<file path="src/rtl/pipe_hazard_ctrl_pkg.sv">
// Shared definitions for the 5-stage 16-bit pipeline hazard sequencer:
// register address width, sequencer states and ID/EX control-field layout.
package pipe_pkg;

  localparam int REG_AW = 4;

  localparam logic [0:0] ST_RUN      = 1'b0;
  localparam logic [0:0] ST_MEM_WAIT = 1'b1;

  typedef enum logic [0:0] {
    RUN      = ST_RUN,
    MEM_WAIT = ST_MEM_WAIT
  } state_e;

  // Bit positions of the ID/EX control field; idex_bubble zeroes all of them.
  localparam int IDEX_REGWRITE_BIT = 0;
  localparam int IDEX_MEMTOREG_BIT = 1;
  localparam int IDEX_MEMREAD_BIT  = 2;
  localparam int IDEX_MEMWRITE_BIT = 3;
  localparam int IDEX_BRANCH_BIT   = 4;
  localparam int IDEX_ALUSRC_BIT   = 5;
  localparam int IDEX_REGDST_BIT   = 6;
  localparam int IDEX_ALUOP_LSB    = 7;
  localparam int IDEX_ALUOP_W      = 2;
  localparam int IDEX_CTRL_W       = IDEX_ALUOP_LSB + IDEX_ALUOP_W;

  function automatic logic [IDEX_CTRL_W-1:0] idex_ctrl_apply(
    input logic [IDEX_CTRL_W-1:0] ctrl,
    input logic                   bubble
  );
    return bubble ? '0 : ctrl;
  endfunction

endpackage

</file>
<file path="src/rtl/pipe_hazard_ctrl_sat_counter.sv">
// Saturating up-counter with synchronous clear; holds at all-ones.
module sat_counter #(
  parameter int W = 16
) (
  input  logic         clk,
  input  logic         clear,
  input  logic         inc,
  output logic [W-1:0] count
);

  logic [W-1:0] count_q;
  logic [W-1:0] count_d;

  always_comb begin
    count_d = count_q;
    if (clear) begin
      count_d = '0;
    end else if (inc && (count_q != '1)) begin
      count_d = count_q + 1'b1;
    end
  end

  always_ff @(posedge clk) begin
    count_q <= count_d;
  end

  assign count = count_q;

endmodule

</file>
<file path="src/rtl/pipe_hazard_ctrl.sv">
// Stall/flush sequencer: load-use stalls, branch flushes and a data-memory
// wait FSM with timeout, plus stall/flush performance counters.
module pipe_hazard_ctrl #(
  parameter int REG_AW      = pipe_pkg::REG_AW,
  parameter int MEM_TIMEOUT = 255,
  parameter int CNT_W       = 16
) (
  input  logic              clk,
  input  logic              rst_n,
  input  logic [REG_AW-1:0] id_rs,
  input  logic [REG_AW-1:0] id_rt,
  input  logic              id_uses_rt,
  input  logic              ex_memread,
  input  logic              ex_regwrite,
  input  logic [REG_AW-1:0] ex_regdest,
  input  logic              mem_branch_taken,
  input  logic              mem_req,
  input  logic              mem_ack,
  output logic              pc_write,
  output logic              ifid_write,
  output logic              idex_bubble,
  output logic              idex_write,
  output logic              exmem_write,
  output logic              memwb_write,
  output logic              ifid_flush,
  output logic              idex_flush,
  output logic              exmem_flush,
  output logic              mem_wait,
  output logic              mem_err,
  output logic [CNT_W-1:0]  stall_cycles,
  output logic [CNT_W-1:0]  flush_events
);

  import pipe_pkg::*;

  localparam logic [15:0] TMO_LAST = 16'(MEM_TIMEOUT - 1);

  logic [0:0]  state_q, state_d;
  logic [15:0] tmo_q, tmo_d;
  logic        mem_err_q, mem_err_d;

  logic in_wait;
  logic lu;
  logic tmo_hit;
  logic hold;
  logic br_flush;

  assign in_wait = (state_q == ST_MEM_WAIT);

  assign lu = ex_memread & ex_regwrite & (ex_regdest != '0) &
              ((ex_regdest == id_rs) | (id_uses_rt & (ex_regdest == id_rt)));

  // A timed-out access is treated as completed, so it releases the freeze.
  assign tmo_hit  = in_wait & ~mem_ack & (tmo_q == TMO_LAST);
  assign hold     = in_wait ? (~mem_ack & ~tmo_hit) : (mem_req & ~mem_ack);
  assign br_flush = ~hold & mem_branch_taken;

  always_comb begin
    pc_write    = 1'b1;
    ifid_write  = 1'b1;
    idex_bubble = 1'b0;
    idex_write  = 1'b1;
    exmem_write = 1'b1;
    memwb_write = 1'b1;
    ifid_flush  = 1'b0;
    idex_flush  = 1'b0;
    exmem_flush = 1'b0;
    if (!rst_n) begin
      pc_write    = 1'b0;
      ifid_write  = 1'b0;
      idex_bubble = 1'b1;
      idex_write  = 1'b0;
      exmem_write = 1'b0;
      memwb_write = 1'b0;
    end else if (hold) begin
      pc_write    = 1'b0;
      ifid_write  = 1'b0;
      idex_write  = 1'b0;
      exmem_write = 1'b0;
      memwb_write = 1'b0;
    end else if (br_flush) begin
      ifid_flush  = 1'b1;
      idex_flush  = 1'b1;
      exmem_flush = 1'b1;
    end else if (lu) begin
      pc_write    = 1'b0;
      ifid_write  = 1'b0;
      idex_bubble = 1'b1;
    end
  end

  assign mem_wait = rst_n & in_wait;
  assign mem_err  = mem_err_q;

  always_comb begin
    state_d   = state_q;
    tmo_d     = tmo_q;
    mem_err_d = mem_err_q;
    if (in_wait) begin
      if (mem_ack || tmo_hit) begin
        state_d = ST_RUN;
        tmo_d   = '0;
      end else begin
        tmo_d = tmo_q + 16'd1;
      end
      if (tmo_hit) begin
        mem_err_d = 1'b1;
      end
    end else if (mem_req && !mem_ack) begin
      state_d = ST_MEM_WAIT;
      tmo_d   = '0;
    end
  end

  always_ff @(posedge clk) begin
    if (!rst_n) begin
      state_q   <= ST_RUN;
      tmo_q     <= '0;
      mem_err_q <= 1'b0;
    end else begin
      state_q   <= state_d;
      tmo_q     <= tmo_d;
      mem_err_q <= mem_err_d;
    end
  end

  sat_counter #(.W(CNT_W)) u_stall_cnt (
    .clk   (clk),
    .clear (~rst_n),
    .inc   (~pc_write),
    .count (stall_cycles)
  );

  sat_counter #(.W(CNT_W)) u_flush_cnt (
    .clk   (clk),
    .clear (~rst_n),
    .inc   (ifid_flush),
    .count (flush_events)
  );

endmodule
</file>
<file path="config.mk">
export PLATFORM = sky130hd
export DESIGN_NAME = pipe_hazard_ctrl
export DESIGN_NICKNAME = d
export VERILOG_FILES = /design/src/rtl/pipe_hazard_ctrl_pkg.sv /design/src/rtl/pipe_hazard_ctrl_sat_counter.sv /design/src/rtl/pipe_hazard_ctrl.sv
export SDC_FILE = /design/constraint.sdc
export NUM_CORES = 1
export LEC_CHECK = 0
export ABC_AREA = 1
export BUFFER_PORTS_ARGS = -buffer_cell sky130_fd_sc_hd__buf_4
export CAP_MARGIN = 20
export CORE_ASPECT_RATIO = 0.5
export CORE_MARGIN = 3
export CORE_UTILIZATION = 51
export CTS_BUF_LIST = sky130_fd_sc_hd__clkbuf_8
export DETAILED_ROUTE_END_ITERATION = 10
export MAX_ROUTING_LAYER = met4
export PLACE_DENSITY = 0.78
export SLEW_MARGIN = 30
export SYNTH_ARGS = -nofsm -noshare
export SYNTH_HDL_FRONTEND = slang
export SYNTH_SLANG_ARGS = --single-unit
export TNS_END_PERCENT = 1
</file>
<file path="constraint.sdc">
create_clock -name clk -period 1.9 [get_ports clk]
set_clock_uncertainty 0.2 [all_clocks]
set_input_delay 0.095 -clock clk [delete_from_list [all_inputs] [get_ports clk]]
set_output_delay 0.095 -clock clk [all_outputs]
set_load 0.02 [all_outputs]
</file>
== Word-level counts from Yosys, hierarchy flattened ==
Cells that the tools add are included.
Word-level totals
  flip-flop bits (word level): 50
  bits in latches: 0
  RAM bits: 0
  bits in read-only memories: 0
  input port bits: 20
  output and inout port bits: 43
  memories kept: 0
Cells by class
  $add $sub $neg: 3
  multipliers: 0
  div/mod/pow operators: 0
  $lt $le $gt $ge: 0
  equal/unequal tests: 5
  shift operators: 0
  muxes and demuxes: 20
  bitwise gates (word level): 15
  reductions and logical operators: 8
Operators by type and width (count)
  adder 16 x 1 -> 16 bit (second input constant): 3
  2-to-1 mux 16 bit: 3
  inequality test 16 bit (second input constant): 2
  2-to-1 mux 1 bit: 17
  equality test 16 x 8 -> 1 bit (second input constant): 1
  bitwise AND 1 bit: 10
  equality test 4 bit: 2
  inverter 1 bit: 4
  nonzero test 4 bit: 1
  logical AND 1 bit: 3
  AND reduction 2 bit: 1
  nonzero test 2 bit: 1
  zero test 1 bit: 1
  logical OR 1 bit: 1
  bitwise OR 1 bit: 1

== Longest topological paths before layout ==
Gate-level depths: netlist of run 1.
  depth after elaboration: 13
  gate-level depth with buffers: 13
  mapped depth without buffers: 12

== Cells and area by module ==
From an unflattened synthesis of run 1, not the netlist that was laid out.
Unflattened totals
  cell total of the unflattened synthesis: 511
  area, all modules: 3205.6 µm²
By module, submodules not included
  sat_counter: times used 2, cells each 149, area each 929.6 µm², sequential area each 320.3 µm²
  pipe_hazard_ctrl: times used 1, cells each 213, area each 1346.3 µm², sequential area each 360.3 µm²

== Worst setup path after synthesis of run 1 ==
OpenSTA, ideal clock, no wires.
  kind: register -> register
  start point: register u_stall_cnt.count_q[0] (netlist: u_stall_cnt.count[0])
  end point: register u_stall_cnt.count_q[0] (netlist: u_stall_cnt.count[0])
  library setup time: 0.115 ns
  data arrival time: 1.781 ns
  data required time: 1.585 ns
  path slack: -0.196 ns
  cell stages (with the launch flop): 10
  buffers on the path: 1
  clock period less this slack: 2.096 ns
  path through: dfxtp_1 > ha_1 > nand2_1 > nor2_2 > nand2_2 > nor3_4 > nand4_4 > buf_2 > a21oi_1 > nor2_1
On the way
  longest elaborated chain between the ends: 2
Ends and longest elaborated chain
  start: declaration: line pipe_hazard_ctrl_sat_counter.sv:11  | logic [W-1:0] count_q;
  start signal: assignment: line pipe_hazard_ctrl_sat_counter.sv:24  | count_q <= count_d;
  parallel branches: the longest is 2 deep, another holds adder 16 x 1 -> 16 bit
Parallel ways; which one is timed is not known.
A chain may end at the register's enable or synchronous reset.

== Worst setup path in the final report of run 1 ==
  start point: register tmo_q[0]
  end point: output port pc_write
On the way
  longest elaborated chain between the ends: 10
Ends and longest elaborated chain
  start: declaration: line pipe_hazard_ctrl.sv:39  | logic [15:0] tmo_q, tmo_d;
  start signal: assignment: line pipe_hazard_ctrl.sv:122  | tmo_q <= tmo_d;
  equality test 16 x 8 -> 1 bit *: line pipe_hazard_ctrl.sv:54  | assign tmo_hit = in_wait & ~mem_ack & (tmo_q == TMO_LAST);
  bitwise AND 1 bit *: line pipe_hazard_ctrl.sv:54
  inverter 1 bit *: line pipe_hazard_ctrl.sv:55  | assign hold = in_wait ? (~mem_ack & ~tmo_hit) : (mem_req & ~mem_ack);
  bitwise AND 1 bit *: line pipe_hazard_ctrl.sv:55
  2-to-1 mux 1 bit *: line pipe_hazard_ctrl.sv:55
  inverter 1 bit: line pipe_hazard_ctrl.sv:56  | assign br_flush = ~hold & mem_branch_taken;
  bitwise AND 1 bit: line pipe_hazard_ctrl.sv:56
  2-to-1 mux 1 bit: line pipe_hazard_ctrl.sv:81  | end else if (br_flush) begin
  2-to-1 mux 1 bit *: line pipe_hazard_ctrl.sv:75  | end else if (hold) begin
  2-to-1 mux 1 bit *: line pipe_hazard_ctrl.sv:68  | if (!rst_n) begin
  end: declaration: line pipe_hazard_ctrl.sv:19  | output logic pc_write,
Every way passes the cells marked *; elsewhere a longest branch is shown, timed or not.

==> flow_summary_export.csv, run 1 <==
group,metric,value,unit
synth,ys_seq_area_share,33.0,%
final_layout,drive_gt1_share,30.7,%
global_route,grt_pass1_vias,2781,
synth,synth_compound_area_share,10.5,%
synth,syn-num-nets,477,
final_layout,n_antenna_cell,0,
routing,wl_per_cell,12.6,µm
clocking,cts_buffer_depth,2,
synth,syn_area,3030,µm²
critical_path,cp_max_fo,3,
synth,yosys.area_share.adder,1.65,%
clocking,htree_levels,2,
floorplanning,start_util,54.1,%
floorplanning,die_area,6960,µm²
sta,tightest_slew,404,ps
final_layout,fillCellCount,457,
global_route,grt_start_max_net_pins,21,
routing,routed_wl,7930,µm
floorplanning,io_pins,63,
sta,hold_violations,1,
run_status,status,"finished with violations",
critical_path,cp.required,1600,ps
min_path,holdCritPathClass,"primary input to flop",
clocking,clk_pin_slew,90,ps
sta,setup_viol,22,
sta,whs,-24.3,ps
routing,first_pass_iters,5,
place,dp_hpwl,5840,µm
min_path,hold_depth,4,
flow_run,drv_cap,0,
synth,synth.mux.area_fraction,0,%
power_and_ir_drop,p_total,0.00202,W
global_route,antenna_found_initial,0,
sta,period_share,106,%
synth,synth_edf_count,0,
final_layout,nets,577,
power_and_ir_drop,vdd_drop_max,0.300,mV
critical_path,crit_slowest_cell,"dfxtp_2",
power_and_ir_drop,p_int,0.00145,W
routing,via_per_inst,5.18,
final_layout,seq_area,1020,µm²
run_status,violations,"negative hold slack, negative setup slack",
global_route,gr-total-overflow,0,
power_and_ir_drop,clkPwrFrac,30.9,%
synth,synth_cells,453,
synth,ys.flop_type,"dfxtp_1",
synth,synth_seq_cells,50,
clocking,clock_sinks,50,
synth,avgSynthCellArea,6.70,µm²
synth,yosys.area_share.simple,36.7,%
synth,synth_top_family_by_area,"simple AND/OR/NAND/NOR gates",
critical_path,critPathKind,"flop to primary output",
power_and_ir_drop,power_density,491,nW/µm²
sta,slew_viol_final,0,
sta,setup_ws,-111,ps
routing,num_vias,3250,
floorplanning,rows,19,
synth,synthXorXnorAreaFrac,8.37,%
power_and_ir_drop,power.share.switching,28.2,%
power_and_ir_drop,p_switching,0.000569,W
critical_path,cp-end-kind,"primary output",
power_and_ir_drop,total_leakage_power,1.70,nW
routing,ant_nets,0,
global_route,grt_use_total,22.9,%
sta,relSlewSlack,73.0,%
sta,rsz0062_at_grt,"yes",
critical_path,arrival,1720,ps
floorplanning,die_y,60.5,µm
critical_path,worstPathCellList,"inv_2 -> ha_4 -> nand3_2 -> nor2_2 -> nand3_2 -> nand2_4 -> inv_4 -> nor2_4 -> nand2_4 -> buf_12 -> clkinv_8 -> buf_6",
sta,fmax,497,MHz
sta,period_needed,2010,ps
clocking,cts_tree,"yes",
synth,async_flop_share,0,%
routing,drc,0,
sta,tns,-752,ps
clocking,clk_root_buffer_cell,"clkbuf_8",
final_layout,multi_input_area,1840,µm²
final_layout,area_growth,35.5,%
critical_path,critPathMaxStageDelay,330,ps
clocking,clk_latency,310,ps
place,place_congestion,0.997,
global_route,grt_pass1_wl,12500,µm
floorplanning,core-area,5610,µm²
critical_path,reg2reg_depth,13,
critical_path,start_kind,"flop",
power_and_ir_drop,seqPwrFrac,53.1,%
place,io_buffers,62,
clocking,cts_hold_buffers,2,
power_and_ir_drop,p_comb_share,16.0,%
floorplanning,die_w,115,µm
routing,drtIter0Drc,226,
clocking,cts_made_buffers,5,
synth,yosys_warnings,0,
synth,synth_cell_type_count,36,
cell families (layout without fill, tap and decap cells):
kind of cell,Yosys count,count (layout)
AOI/OAI and AO/OA,61,61
xor gates and xnor gates,29,29
adders and majority gates,4,4
buffers and inverters,68,169
DFF,50,50
and+or+nand+nor,241,241
state kept, by name, summed over array words and instances (netlist names):
| signal | count |
|---|---|
| in_wait | 1 |
| mem_err | 1 |
| tmo_q | 16 |
| u_flush_cnt.count | 16 |
| u_stall_cnt.count | 16 |
power groups by stage:
stage               logic (W)  registers (W)  clock network (W)
floorplan            0.000157        0.00111                  0
global placement     0.000280        0.00110                  0
detailed placement   0.000287        0.00110                  0
CTS                  0.000307        0.00107           0.000621
global route         0.000348        0.00107           0.000667
finish               0.000322        0.00107           0.000625
repair_timing:
item                       4_1_cts  5_1_grt
pin swaps                        6        5
buffers inserted                 3        2
resized for setup               15       22
setup endpoints to repair       38       48
hold endpoints to repair        10        1
metrics by stage:
step           util (%)  instances  cell area, µm²  setup WS (ps)  hold slack [ps]
6_report           73.3        627            4110           -111            -24.3
5_1_grt            73.3        627            4110           -229            -16.8
4_1_cts            71.8        625            4030           -119            -25.5
3_5_place_dp       68.6        612            3850          -40.2              208
3_3_place_gp       68.6        612            3850           57.7              205
2_1_floorplan         -        453            3100          -8.18             47.5
worst max-delay path, delay by kind of cell, from the launching register on:
| family | cells | cell delay [ps] |
|---|---|---|
| and+or+nand+nor | 6 | 570 |
| DFF | 1 | 330 |
| adders and majority gates | 1 | 130 |
| buffers and inverters | 5 | 380 |
metal layers:
layer / share of wire (%) / track usage (%)
met5: 0 / -
met4: 0.93 / 4.85
met3: 4.8 / 3.98
met2: 46 / 35.9
met1: 49 / 31.2
Yosys cell counts, types with 2 or more instances:
master	n	area, µm²
a211oi_1	3	22.5
a21oi_1	42	210
buf_2	6	30.0
buf_4	5	37.5
buf_6	2	22.5
clkbuf_1	3	11.3
dfxtp_1	50	1000
ha_1	4	50.1
inv_1	39	146
inv_2	13	48.8
nand2_1	119	447
nand2_2	4	25.0
nand2_4	2	22.5
nand3_1	43	215
nand4_1	6	37.5
nor2_1	37	139
nor2_2	4	25.0
nor2_4	2	22.5
nor3_1	12	60.1
nor3_2	2	20.0
nor4_1	2	12.5
o21ai_0	11	55.1
o21ai_1	2	10.0
xnor2_1	10	87.6
xor2_1	19	166
cells in the final DEF, fill, tap and decap left out, drive strengths merged, types with 2 or more instances in the layout:
| cell | n |
|---|---|
| clkinv | 3 |
| inv | 52 |
| nor3 | 15 |
| nand3 | 44 |
| xor2 | 19 |
| nand2 | 125 |
| a211oi | 3 |
| nor4 | 3 |
| clkbuf | 5 |
| dlygate4sd3 | 2 |
| ha | 4 |
| nand4 | 7 |
| buf | 107 |
| dfxtp | 50 |
| o21ai | 13 |
| nor2 | 43 |
| xnor2 | 10 |
| a21oi | 42 |
cell type report:
type	instances	area share, %
clock inverters	3	0.335
well taps	73	2.22
inverters	52	5.30
multi-input cells	335	44.7
clock buffers	5	1.67
flip-flops and latches	50	24.8
repair buffers	109	21.0
path summary, 6_finish.rpt:
path / start / end / slack, ps
setup / recovery: tmo_q[0]$_SDFFE_PN0P_ / pc_write / -110
hold / removal: mem_ack / tmo_q[0]$_SDFFE_PN0P_ / -20
setup reg to reg: tmo_q[0]$_SDFFE_PN0P_ / u_stall_cnt.count[11]$_SDFFE_PN0P_ / -40
hold reg to reg: tmo_q[7]$_SDFFE_PN0P_ / tmo_q[7]$_SDFFE_PN0P_ / 300
No activity file was read; power rests on OpenSTA's default activity.
==> run 2: changes to the inputs <==
Settings changed: PLACE_DENSITY 0.78 to 0.89.
==> run 2 against run 1 <==
The run still ends with negative hold slack, negative setup slack left. Hold slack lost 24 ps. Clock power grew 21%. Sequential power is essentially flat. Via count grew 3.7%. Total power grew 6.5%. Largest cell class unchanged. Largest power group unchanged.
==> flow_summary_export.csv, run 2 (synthesized netlist as in run 1, its figures left out) <==
group,metric,value,unit
clocking,clk_pin_slew,90,ps
critical_path,cp.required,1600,ps
sta,setup_ws,-214,ps
power_and_ir_drop,power_density,525,nW/µm²
routing,wl_per_cell,13.6,µm
sta,whs,-47.9,ps
power_and_ir_drop,vdd_drop_max,0.337,mV
critical_path,reg2reg_depth,13,
sta,tns,-4670,ps
floorplanning,die_w,115,µm
run_status,violations,"negative hold slack, negative setup slack",
routing,routed_wl,8520,µm
sta,slew_viol_final,0,
global_route,gr-total-overflow,0,
sta,period_needed,2110,ps
routing,num_vias,3369,
sta,fmax,473,MHz
min_path,holdPathEnd,"tmo_q[0]$_SDFFE_PN0P_",
place,place_congestion,0.864,
global_route,antenna_found_initial,0,
global_route,grt_pass1_wl,14100,µm
sta,hold_violations,1,
floorplanning,rows,19,
critical_path,arrival,1820,ps
min_path,hold_depth,4,
critical_path,crit_slowest_cell,"dfxtp_2",
critical_path,start_kind,"flop",
clocking,cts_tree,"yes",
routing,drc,0,
critical_path,reg2reg_from,"tmo_q[0]$_SDFFE_PN0P_",
floorplanning,die_area,6960,µm²
clocking,clk_latency,310,ps
clocking,cts_made_buffers,5,
sta,rsz0062_at_grt,"yes",
critical_path,cp_max_fo,3,
final_layout,layout.cells.non_filler,627,
clocking,htree_levels,2,
final_layout,area_growth,35.0,%
critical_path,critPathMaxStageDelay,340,ps
floorplanning,die_y,60.5,µm
place,io_buffers,62,
floorplanning,core-area,5610,µm²
run_status,status,"finished with violations",
critical_path,worstPathCellList,"inv_2 -> ha_4 -> nand3_2 -> nor2_2 -> nand3_2 -> nand2_2 -> inv_2 -> nor2_4 -> nand2_4 -> buf_12 -> clkinv_4 -> buf_6",
floorplanning,start_util,54.1,%
critical_path,rr_endpoint,"u_stall_cnt.count[2]$_SDFFE_PN0P_",
routing,first_pass_iters,6,
routing,ant_nets,0,
min_path,min_from,"mem_ack",
min_path,holdCritPathClass,"primary input to flop",
clocking,clk_root_buffer_cell,"clkbuf_8",
final_layout,layout_common_cells,"nand2_1, buf_4, dfxtp_1",
clocking,clock_sinks,50,
final_layout,nets,577,
place,dp_hpwl,5810,µm
place,place_ws,-2.47,ps
place,dp.cells,610,
floorplanning,io_pins,63,
global_route,grt_pass1_vias,3120,
power_and_ir_drop,total_leakage_power,1.70,nW
final_layout,drive_gt1_share,30.0,%
global_route,grt_start_max_net_pins,21,
sta,tightest_slew,396,ps
sta,relSlewSlack,73.4,%
clocking,cts_hold_buffers,2,
critical_path,regToRegSetupSlack,-150,ps
critical_path,critPathKind,"flop to primary output",
routing,via_per_inst,5.37,
clocking,cts_buffer_depth,2,
sta,period_share,111,%
routing,drtIter0Drc,307,
global_route,grt_use_total,26.0,%
final_layout,n_antenna_cell,0,
final_layout,layout_commonest_cell,"nand2_1",
critical_path,cp-end-kind,"primary output",
flow_run,drv_cap,0,
sta,setup_viol,47,
[run 2: cell count changes in the layout (fill, tap and decap cells not counted), sizes merged]
cell	delta
clkinv	-2
bufinv	+1
inv	+1
[run 2: per-stage QoR]
step                util, %  total power [W]  area (µm²)
floorplan                 -          0.00127        3100
global placement       68.3          0.00138        3830
detailed placement     68.3          0.00139        3830
CTS                    72.5          0.00214        4070
global route           73.0          0.00222        4090
finish                 73.0          0.00215        4090
[run 2: worst max path at each step]
stage,endpoint,slack [ps],from
2_1_floorplan,u_stall_cnt.count[15]$_SDFFE_PN0P_,-8,tmo_q[0]$_SDFFE_PN0P_
3_3_place_gp,u_flush_cnt.count[6]$_SDFFE_PN0P_,70,tmo_q[0]$_SDFFE_PN0P_
3_5_place_dp,u_flush_cnt.count[6]$_SDFFE_PN0P_,-2,tmo_q[0]$_SDFFE_PN0P_
4_1_cts,ifid_write,-100,tmo_q[0]$_SDFFE_PN0P_
5_1_grt,ifid_write,-300,tmo_q[0]$_SDFFE_PN0P_
6_report,ifid_write,-210,tmo_q[0]$_SDFFE_PN0P_
[run 2: area by class of cell]
class	instances	area [µm²]
Inverter	52	203
Sequential cell	50	1020
Fill cell	425	1520
Clock buffer	5	68.8
Timing Repair Buffer	109	858
Tap cell	73	91.3
Multi-Input combinational cell	335	1820
Clock inverter	3	37.5
[run 2: report_power, final]
part / total, W / switching (W) / internal [W]
clock network: 0.000756 / 0.000372 / 0.000384
registers: 0.00107 / 0.0000102 / 0.00106
logic: 0.000325 / 0.000182 / 0.000143
[run 2: what timing repair did]
action,in CTS,in global routing
endpoints found under the hold margin,10,1
pin swaps,6,4
gates resized for setup,18,9
setup buffers,6,1
setup endpoints to repair,23,50
[run 2: routing by layer]
| metal | vias to the layer above | wire, µm | share of wire [%] | GRT usage [%] |
|---|---|---|---|---|
| met4 | 0 | 184 | 2.2 | 10.5 |
| met3 | 21 | 597 | 7.0 | 4.58 |
| li1 | 1662 | - | - | - |
| met2 | 169 | 4090 | 48 | 42.2 |
| met5 | - | 0 | 0 | - |
| met1 | 1517 | 3650 | 43 | 32.8 |
[run 2: critical path: cells and delay by family, from the launching register on]
| kind | cells | cell delay, ps |
|---|---|---|
| flip-flops | 1 | 340 |
| adder cells (fa/ha/maj) | 1 | 130 |
| AND/OR/NAND/NOR | 6 | 650 |
| buffers and inverters | 5 | 400 |
